## src/rtl/mips_hazard_pkg.sv

```systemverilog
// Shared types and constants for the MIPS hazard/stall logic.
package mips_hazard_pkg;

    localparam int REG_W = 5;

    // Number of stall cycles a hazard requires (0, 1 or 2).
    typedef logic [1:0] need_t;

    typedef enum logic {
        RUN   = 1'b0,
        STALL = 1'b1
    } state_t;

endpackage

```

## src/rtl/hazard_need_calc.sv

```systemverilog
// Combinational computation of how many stall cycles the instruction in ID
// needs, given the producers sitting in EX and MEM.
module hazard_need_calc
    import mips_hazard_pkg::*;
(
    input  logic             ID_EX_MemRead,
    input  logic             ID_EX_RegWrite,
    input  logic [REG_W-1:0] ID_EX_RegisterDst,
    input  logic             EX_MEM_MemRead,
    input  logic [REG_W-1:0] EX_MEM_RegisterRd,
    input  logic [REG_W-1:0] IF_ID_RegisterRs,
    input  logic [REG_W-1:0] IF_ID_RegisterRt,
    input  logic             IF_ID_UsesRt,
    input  logic             IF_ID_Branch,
    output need_t            need
);

    logic rt_used;
    logic ex_match;
    logic mem_match;

    // Source/destination matching; register $0 never creates a dependency,
    // and Rt only counts when the ID instruction actually reads it.
    always_comb begin
        rt_used   = IF_ID_UsesRt | IF_ID_Branch;
        ex_match  = (ID_EX_RegisterDst != '0) &&
                    ((ID_EX_RegisterDst == IF_ID_RegisterRs) ||
                     (rt_used && (ID_EX_RegisterDst == IF_ID_RegisterRt)));
        mem_match = (EX_MEM_RegisterRd != '0) &&
                    ((EX_MEM_RegisterRd == IF_ID_RegisterRs) ||
                     (rt_used && (EX_MEM_RegisterRd == IF_ID_RegisterRt)));
    end

    // Worst-case stall count; branches resolve in ID so they wait longer.
    always_comb begin
        need = 2'd0;
        if (IF_ID_Branch) begin
            if (ID_EX_MemRead && ex_match) begin
                need = 2'd2;
            end else if ((ID_EX_RegWrite && !ID_EX_MemRead && ex_match) ||
                         (EX_MEM_MemRead && mem_match)) begin
                need = 2'd1;
            end
        end else if (ID_EX_MemRead && ex_match) begin
            need = 2'd1;
        end
    end

endmodule

```

## src/rtl/hazard_stall_unit.sv

```systemverilog
// Pipeline hazard stall controller: turns the required stall count into
// PC/IF-ID enables, ID/EX bubbles and taken-branch flushes.
// Optional stall-cycle performance counter enabled by HAZARD_PERF_CNT_EN.
module hazard_stall_unit
    import mips_hazard_pkg::*;
(
    input  logic             clk,
    input  logic             reset,
    input  logic             ID_EX_MemRead,
    input  logic             ID_EX_RegWrite,
    input  logic [REG_W-1:0] ID_EX_RegisterDst,
    input  logic             EX_MEM_MemRead,
    input  logic [REG_W-1:0] EX_MEM_RegisterRd,
    input  logic [REG_W-1:0] IF_ID_RegisterRs,
    input  logic [REG_W-1:0] IF_ID_RegisterRt,
    input  logic             IF_ID_UsesRt,
    input  logic             IF_ID_Branch,
    input  logic             branch_taken,
    input  logic             ext_stall,
    output logic             PC_write,
    output logic             IF_ID_write,
    output logic             ID_EX_bubble,
    output logic             IF_ID_flush
`ifdef HAZARD_PERF_CNT_EN
    ,
    output logic [15:0]      stall_cycles
`endif
);

    state_t state_q, state_d;
    logic   cnt_q, cnt_d;
    need_t  need;

    hazard_need_calc u_need (
        .ID_EX_MemRead     (ID_EX_MemRead),
        .ID_EX_RegWrite    (ID_EX_RegWrite),
        .ID_EX_RegisterDst (ID_EX_RegisterDst),
        .EX_MEM_MemRead    (EX_MEM_MemRead),
        .EX_MEM_RegisterRd (EX_MEM_RegisterRd),
        .IF_ID_RegisterRs  (IF_ID_RegisterRs),
        .IF_ID_RegisterRt  (IF_ID_RegisterRt),
        .IF_ID_UsesRt      (IF_ID_UsesRt),
        .IF_ID_Branch      (IF_ID_Branch),
        .need              (need)
    );

    // State and remaining-count registers.
    always_ff @(posedge clk) begin
        if (reset) begin
            state_q <= RUN;
            cnt_q   <= 1'b0;
        end else begin
            state_q <= state_d;
            cnt_q   <= cnt_d;
        end
    end

    // Next state and outputs; an external freeze overrides everything and
    // discards any hazard seen in that cycle.
    always_comb begin
        state_d      = state_q;
        cnt_d        = cnt_q;
        PC_write     = 1'b1;
        IF_ID_write  = 1'b1;
        ID_EX_bubble = 1'b0;
        IF_ID_flush  = 1'b0;
        if (reset) begin
            state_d = RUN;
            cnt_d   = 1'b0;
        end else if (ext_stall) begin
            PC_write    = 1'b0;
            IF_ID_write = 1'b0;
        end else begin
            case (state_q)
                RUN: begin
                    if (need != 2'd0) begin
                        PC_write     = 1'b0;
                        IF_ID_write  = 1'b0;
                        ID_EX_bubble = 1'b1;
                        if (need == 2'd2) begin
                            cnt_d   = 1'b1;
                            state_d = STALL;
                        end
                    end else if (IF_ID_Branch && branch_taken) begin
                        IF_ID_flush = 1'b1;
                    end
                end
                STALL: begin
                    PC_write     = 1'b0;
                    IF_ID_write  = 1'b0;
                    ID_EX_bubble = 1'b1;
                    if (cnt_q) begin
                        cnt_d = 1'b0;
                    end
                    state_d = RUN;
                end
                default: begin
                    state_d = RUN;
                    cnt_d   = 1'b0;
                end
            endcase
        end
    end

`ifdef HAZARD_PERF_CNT_EN
    logic [15:0] stall_cycles_q, stall_cycles_d;

    // Saturating count of bubble cycles.
    always_comb begin
        stall_cycles_d = stall_cycles_q;
        if (ID_EX_bubble && (stall_cycles_q != 16'hFFFF)) begin
            stall_cycles_d = stall_cycles_q + 16'd1;
        end
    end

    // Counter register, cleared by reset.
    always_ff @(posedge clk) begin
        if (reset) begin
            stall_cycles_q <= 16'd0;
        end else begin
            stall_cycles_q <= stall_cycles_d;
        end
    end

    assign stall_cycles = reset ? 16'd0 : stall_cycles_q;
`endif

endmodule

```

## config.mk

```make
export PLATFORM = sky130hd
export DESIGN_NAME = hazard_stall_unit
export DESIGN_NICKNAME = d
export VERILOG_FILES = /design/src/rtl/mips_hazard_pkg.sv /design/src/rtl/hazard_need_calc.sv /design/src/rtl/hazard_stall_unit.sv
export SDC_FILE = /design/constraint.sdc
export NUM_CORES = 1
export LEC_CHECK = 0
export ABC_AREA = 1
export BUFFER_PORTS_ARGS = -buffer_cell sky130_fd_sc_hd__clkbuf_2
export CAP_MARGIN = 20
export CORE_AREA = 3 3 40 42
export CTS_BUF_LIST = sky130_fd_sc_hd__clkbuf_2
export DETAILED_ROUTE_END_ITERATION = 8
export DIE_AREA = 0 0 43 45
export PLACE_DENSITY = 0.81
export SLEW_MARGIN = 25
export SYNTH_ARGS = -nofsm -noshare
export SYNTH_HDL_FRONTEND = slang
export SYNTH_SLANG_ARGS = --single-unit
```

## constraint.sdc

```tcl
create_clock -name clk -period 1.1 [get_ports clk]
set_clock_uncertainty 0.1 [all_clocks]
set_input_delay 0.055 -clock clk [delete_from_list [all_inputs] [get_ports clk]]
set_output_delay 0.055 -clock clk [all_outputs]
set_load 0.03 [all_outputs]
```

After elaboration in Yosys (flattened, before gate mapping)

Cells that the tools add are included.

Add/sub/neg operators: 0
Multipliers: 0
Divide/modulo/power cells: 0
$lt $le $gt $ge: 0
Equal/unequal tests: 5
Shift operators: 0
Muxes and demuxes: 20
Bitwise logic cells: 2
Reduce and logical (&&, ||, !) cells: 16

Operators with widths:

| operator           | count |
|---|---|
| $eq 5x5->1         | 4 |
| $mux 1             | 15 |
| $reduce_bool 5->1  | 2 |
| $logic_and 1x1->1  | 9 |
| $pmux 1 s2         | 3 |
| $mux 2             | 2 |
| $logic_or 1x1->1   | 3 |
| $eq 2x2->1 const B | 1 |
| $reduce_bool 2->1  | 1 |
| $logic_not 1->1    | 1 |
| $not 1->1          | 1 |
| $or 1x1->1         | 1 |

Register bits: 1
Latch bits: 0
Bits in writable memories: 0
ROM bits: 0
Logic and storage cells: 44
Memories kept: 0

Longest topological paths before layout

Gate-level depths: netlist of the first run.

Depth in word-level cells: 14
Mapped depth: 12

By module

Synthesis of the first run repeated with hierarchy kept, for this count alone.

Cell total of the unflattened synthesis: 112
Area total of the unflattened synthesis: 520.5 um^2

Modules (own cells, without submodules):

| module            | times used | cells an instance | area each (um^2) | sequential area each (um^2) |
|---|---|---|---|---|
| hazard_need_calc  | 1          | 95                | 419.2            | 0.0 |
| hazard_stall_unit | 1          | 17                | 101.3            | 20.0 |

Worst setup path after synthesis of the first run

Ideal clock, no wire load.

Path kind: input to output
Start: input port EX_MEM_RegisterRd[4]
End: output port PC_write
Arrival: 1.140 ns
Path slack: -0.195 ns
Stages: 10
Buffers on the path: 1
Cells stage by stage: inv_1 > nand3_1 > o31ai_1 > inv_1 > nand2_1 > nand2_1 > nand2_2 > nand3_1 > nand2_1 > buf_4

Word-level cells in the longest chain between the ends: 14
Elaborated cells between the ends (all ways): 16
Those cells by class: 2 x eq/ne; 7 x mux; 7 x reduce/logical

RTL lines:

| what                    | line                    | text |
|---|---|---|
| start: declaration      | hazard_stall_unit.sv:13 | `input logic [REG_W-1:0] EX_MEM_RegisterRd,` |
| $eq 5x5->1              | hazard_need_calc.sv:31  | `(rt_used && (EX_MEM_RegisterRd == IF_ID_RegisterRt)));` |
| $logic_and 1x1->1       | hazard_need_calc.sv:31  |  |
| $logic_or 1x1->1        | hazard_need_calc.sv:30  | `((EX_MEM_RegisterRd == IF_ID_RegisterRs) \|\|` |
| $logic_and 1x1->1 (*)   | hazard_need_calc.sv:29  | `mem_match = (EX_MEM_RegisterRd != '0) &&` |
| $logic_and 1x1->1 (*)   | hazard_need_calc.sv:41  | `(EX_MEM_MemRead && mem_match)) begin` |
| $logic_or 1x1->1 (*)    | hazard_need_calc.sv:40  | `end else if ((ID_EX_RegWrite && !ID_EX_MemRead && ex_match) \|\|` |
| $mux 1 (*)              | hazard_need_calc.sv:40  |  |
| $mux 2 (*)              | hazard_need_calc.sv:38  | `if (ID_EX_MemRead && ex_match) begin` |
| $mux 2 (*)              | hazard_need_calc.sv:37  | `if (IF_ID_Branch) begin` |
| $reduce_bool 2->1 (*)   | hazard_stall_unit.sv:76 | `if (need != 2'd0) begin` |
| $mux 1 (*)              | --                      |  |
| $pmux 1 s2 (*)          | --                      |  |
| $mux 1 (*) (2 in a row) | --                      |  |
| end: declaration        | hazard_stall_unit.sv:20 | `output logic PC_write,` |

Every way passes the cells marked *; elsewhere a longest branch is shown, timed or not.

Worst setup path after layout of the first run

Start: input port IF_ID_RegisterRt[1]
End: output port ID_EX_bubble

Word-level cells in the longest chain between the ends: 14
Elaborated cells between the ends (all ways): 21
Those cells by class: 2 x eq/ne; 8 x mux; 11 x reduce/logical

RTL lines:

| what                                        | line                                           | text |
|---|---|---|
| start: declaration                          | hazard_stall_unit.sv:15                        | `input logic [REG_W-1:0] IF_ID_RegisterRt,` |
| $eq 5x5->1, on equally long branches        | hazard_need_calc.sv:28, hazard_need_calc.sv:31 |  |
| $logic_and 1x1->1, on equally long branches | hazard_need_calc.sv:28, hazard_need_calc.sv:31 |  |
| $logic_or 1x1->1, on equally long branches  | hazard_need_calc.sv:27, hazard_need_calc.sv:30 |  |
| $logic_and 1x1->1, on equally long branches | hazard_need_calc.sv:26, hazard_need_calc.sv:29 |  |
| $logic_and 1x1->1, on equally long branches | hazard_need_calc.sv:40, hazard_need_calc.sv:41 |  |
| $logic_or 1x1->1                            | hazard_need_calc.sv:40                         |  |
| $mux 1                                      | hazard_need_calc.sv:40                         |  |
| $mux 2                                      | hazard_need_calc.sv:38                         |  |
| $mux 2 (*)                                  | hazard_need_calc.sv:37                         |  |
| $reduce_bool 2->1 (*)                       | hazard_stall_unit.sv:76                        |  |
| $mux 1 (*)                                  | hazard_stall_unit.sv:76                        |  |
| $pmux 1 s2 (*)                              | hazard_stall_unit.sv:74                        | `case (state_q)` |
| $mux 1 (*)                                  | hazard_stall_unit.sv:70                        | `end else if (ext_stall) begin` |
| $mux 1 (*)                                  | hazard_stall_unit.sv:67                        | `if (reset) begin` |
| end: declaration                            | hazard_stall_unit.sv:22                        | `output logic ID_EX_bubble,` |

Marked as above.

==> metrics, run 1 <==
Slew HR 0.863; placed cell area 739 um2; maximum vdd ir drop 0.245 mV; Worst EP required 0.94 ns; actual slew at the worst max-slew pin 0.204 ns; routability cong. 0.841; core area 0.00128 mm2; Synth Flop Type dfxtp_1; Tot Pwr 423 uW; final setup fails 5; Largest Register state_q; DR pass1 iterations 4; CP Max Fanout 3; Mapped Cells 110; All-Layer GR Usage 0.182; final net count 180; failing checks negative setup slack; via count 817; IO Count 33; Max Freq 734 MHz; LEAKAGE 0.000569 uW; Final min period 1.36 ns; clk_lat worst skew 0 ns; Yosys top cell area share 0.313; layout overhead on the synthesized area 105%; syn nets 139; Synth Area per Inst 4.57 um2; Site Rows 13; grt total ovfl 0; synthesized area 503 um2; per-cell routed wire length 12.4 um; Detail Route Antenna Nets 0; post-route setup slack -0.263 ns; Tcrit/Tclk final 1.24; EDFF count, synth 0; Pwr Density 410 mW/mm2; outcome complete, but fails checks; Clock transition at path regs 0 ns; FF+latch count, synth 1; sequential share of the synthesized area 0.0398; RSZ-0062 raised after global routing true; top cell type by total area after synthesis nand2_1; max FFs per register 1; Initial Utilization 0.391; Top Registers state_q: 1 flops; Horiz. Die Dim 43 um; port bufs 32; most common cell in the netlist nand2_1; CP arrival 1.21 ns; hpwl dp 1270 um; Setup crit start kind primary input; critical path type primary input to primary output; Worst Hold Class primary input to register; DRT iter0 DRCs 6; Post-Route Utilization 0.802; number of global-route vias before repair 737; largest net degree at the start of global routing 5; Final Hold Vio Count 0; Fill cells 89; final instance area 0.00103 mm2; Syn. warnings 0; max-cap viol count 0; Yosys cell types 17; vias per std cell 4.98; # diodes 0; fraction of registers with async set or reset after synthesis 0; drt drc 0; multi-input logic area 502 um2; main area contributors after synthesis nand2_1 31%, inv_1 16%, nor2_1 9.7%; final wirelength 2040 um; sequential cell area 20.0 um2; top post-synthesis cells by count 42 x nand2_1, 21 x inv_1, 13 x nor2_1, 8 x nand3_1, 5 x o21ai_0; crit end category primary output; proportion of layout cells with a drive suffix above 1 0.611; Die H 45 um; setup TNS -1.09 ns; global-route wire length before repair 2880 um; CTS Hold Buffers Added 0; die area 0.00194 mm2; pre-CTS WS -0.224 ns; initial antenna violation count 0; Slew Limit Fails 0
[cells by family after synthesis]
kind of cell | synth area share
simple gates | 0.580
flops | 0.0398
buf+inv | 0.201
compound gates | 0.0920
xor+xnor | 0.0871
[path summary, 6_finish.rpt]
path                                     startpoint            to  slack [ns]  depth (start not counted)
worst max-delay path            IF_ID_RegisterRt[1]  ID_EX_bubble       -0.26                         12
worst min register to register              state_q       state_q        0.38                          2
worst max register to register              state_q       state_q        0.18                          3
worst min-delay path                          reset       state_q        0.14                          2
[report_power, final]
part / switching [uW] / internal, uW / total, uW / leakage, uW
combinational: 196 / 190 / 385 / 0.000561
clock: 0 / 0 / 0 / 0
sequential: 0.246 / 37.4 / 37.6 / 0.00000806
[final cells by class]
cell class | count | area share
flip-flops and latches | 1 | 0.0194
repair buffers | 40 | 0.370
multi-input cells | 83 | 0.487
well taps | 15 | 0.0182
inverters | 25 | 0.106
[per-layer routing]
layer  wire length [um]  vias to the layer above  track usage  share of wire
met4                 61                        0       0.0301          0.030
met1                774                      380        0.242           0.38
met2               1130                       22        0.332           0.55
li1                   -                      409            -              -
met5                  0                        -            0              0
met3                 76                        6      0.00797          0.037
[layout by cell type, fill, tap and decap left out, types with 2 or more instances in the layout]
cell type	Yosys	final
nand2_1	42	25
nand2_2	2	18
clkbuf_2	0	12
inv_2	4	11
buf_8	0	10
inv_1	21	9
nor2_1	13	8
buf_4	1	8
buf_6	0	7
nand3_2	1	5
inv_4	0	4
nor2_2	0	4
nand3_1	8	4
o21ai_1	0	3
nand4_1	2	2
o21ai_0	5	2
xor2_1	3	2
a21oi_2	1	2
clkbuf_8	0	2
[worst max-delay path, stage by stage]
cell and delay [ns]:
buf_4 0.11, inv_2 0.05, nand2_2 0.06, nand2_2 0.06, nor2_2 0.11, nand3_1 0.10
nand2_2 0.11, nand3_1 0.11, nand2_1 0.10, inv_2 0.06, a21oi_2 0.12, clkbuf_8 0.17
[timing repair]
| item | CTS | global route |
|---|---|---|
| buffers inserted | 2 | 1 |
| resized for setup | 17 | 72 |
| endpoints found under the setup margin | 4 | 5 |
| pin swaps | 7 | 35 |
| hold endpoints to repair | 0 | 0 |
[through the flow]
stage                     cells  hold WS [ns]
final                       164         0.140
after floorplan             110        0.0241
after global routing        164         0.154
after detailed placement    161         0.133
after global placement      161         0.131
after CTS                   163         0.138
Note: power is estimated with default switching activity, not from simulation.
==> run 2: changes to the inputs <==
--- a/config.mk
+++ b/config.mk
@@ -13,6 +13,7 @@
 export DETAILED_ROUTE_END_ITERATION = 8
 export DIE_AREA = 0 0 43 45
 export PLACE_DENSITY = 0.81
+export SKIP_CTS_REPAIR_TIMING = 1
 export SLEW_MARGIN = 25
 export SYNTH_ARGS = -nofsm -noshare
 export SYNTH_HDL_FRONTEND = slang
==> metrics, run 2 (synthesized netlist as in run 1, its figures left out) <==
outcome complete, but fails checks; failing checks negative setup slack; max-cap viol count 0 (unchanged); commonest non-fill, non-tap cell in the layout nand2_1; pre-CTS WS -0.224 ns (unchanged); largest net degree at the start of global routing 5 (unchanged); global-route wire length before repair 2420 um (-16%); vias per std cell 4.85 (-2.6%); Tcrit/Tclk final 1.18 (-0.0615); Clock transition at path regs 0 ns (unchanged); All-Layer GR Usage 0.151 (-0.0307); Slew Limit Fails 0 (unchanged); final net count 179 (-0.56%); Final Hold Vio Count 0 (unchanged); Top Registers state_q: 1 flops; Final min period 1.30 ns (-0.0677 ns); hpwl dp 1270 um (unchanged); Slew HR 0.885 (+0.0217); drt drc 0 (unchanged); Post-Route Utilization 0.762 (-0.0399); Pwr Density 406 mW/mm2 (-0.98%); CP Max Fanout 4 (+1); most frequent CP cell nand2_1; most frequent cells in the layout 29 x nand2_1, 15 x buf_6, 14 x nand2_2; setup TNS -0.692 ns (+0.398 ns); LEAKAGE 0.000553 uW (-2.8%); actual slew at the worst max-slew pin 0.172 ns (-0.0321 ns); Worst Hold Class primary input to register; Non-Filler Instances 163 (-0.61%); die area 0.00194 mm2 (unchanged); Site Rows 13 (unchanged); critical path type primary input to primary output; Max Freq 772 MHz (+5.2%); DR pass1 iterations 4 (unchanged); crit end category primary output; slowest stage delay, CP 0.17 ns (about the same); # diodes 0 (unchanged); DRT iter0 DRCs 20 (+14); Initial Utilization 0.391 (unchanged); via count 791 (-3.2%); clk_lat worst skew 0 ns (unchanged); final wirelength 1840 um (-9.8%); Horiz. Die Dim 43 um (unchanged); number of global-route vias before repair 634 (-14%); port bufs 32 (unchanged); max FFs per register 1 (unchanged); Setup crit start kind primary input; final setup fails 5 (unchanged); Largest Register state_q; R2R Setup Slk 0.19 ns (about the same); Detail Route Antenna Nets 0 (unchanged); proportion of layout cells with a drive suffix above 1 0.561 (-0.0499); Fill cells 96 (+7.9%); Die H 45 um (unchanged); layout overhead on the synthesized area 94.8%; per-cell routed wire length 11.3 um (-9.2%); maximum vdd ir drop 0.239 mV (-2.6%); CP arrival 1.14 ns (-0.07 ns); Worst EP required 0.94 ns (about the same); RSZ-0062 raised after global routing true; IO Count 33 (unchanged); Placed Instances 161 (unchanged); worst-path cell chain buf_6, inv_2, nand2_1, nand2_1, nor2_1, nand3_1, nand2_2, nand3_2, nand2_1, nand2_2, a21oi_2, buf_6; initial antenna violation count 0 (unchanged); core area 0.00128 mm2 (unchanged); grt total ovfl 0 (unchanged); routability cong. 0.841 (unchanged); post-route setup slack -0.195 ns (+0.0677 ns); slowest CP cell a21oi_2
run 2: cell count changes in the layout (fill, tap and decap cells not counted), sizes merged:
cell,before,now
buf,26,28
clkbuf,14,11
run 2: worst max-delay path, delay by kind of cell:
family                 cells  cell delay, ns
and+or+nand+nor            8            0.64
buffers and inverters      3            0.29
AOI/OAI and AO/OA          1            0.17
run 2: stage by stage:
step / total power (uW) / hold WS (ns) / instance area, um2
2_1_floorplan: 181 / 0.0241 / 534
3_3_place_gp: 285 / 0.131 / 739
3_5_place_dp: 290 / 0.133 / 739
4_1_cts: 291 / 0.138 / 739
5_1_grt: 432 / 0.150 / 980
6_report: 398 / 0.136 / 980
run 2: area by class of cell:
class / count / area, um2 / area share
timing repair buffer: 39 / 349 / 0.356
tap: 15 / 18.8 / 0.0192
inverter: 25 / 114 / 0.116
multi-input combinational: 83 / 478 / 0.488
sequential: 1 / 20.0 / 0.0204
run 2: final timing paths:
path | start | endpoint | cells past startpoint
worst min-delay path | reset | state_q | 2
worst max-delay path | ID_EX_RegisterDst[1] | ID_EX_bubble | 12
worst min register to register | state_q | state_q | 2
worst max register to register | state_q | state_q | 3
run 2: metal layers:
layer / GRT usage / share of wire
met3: 0 / 0.045
met4: 0 / 0.015
met1: 0.215 / 0.40
met5: 0 / 0
met2: 0.275 / 0.54
run 2: report_power, final:
group | leakage (uW) | internal, uW | switching [uW]
clock | 0 | 0 | 0
combinational | 0.000545 | 178 | 182
sequential | 0.00000806 | 37.4 | 0.220
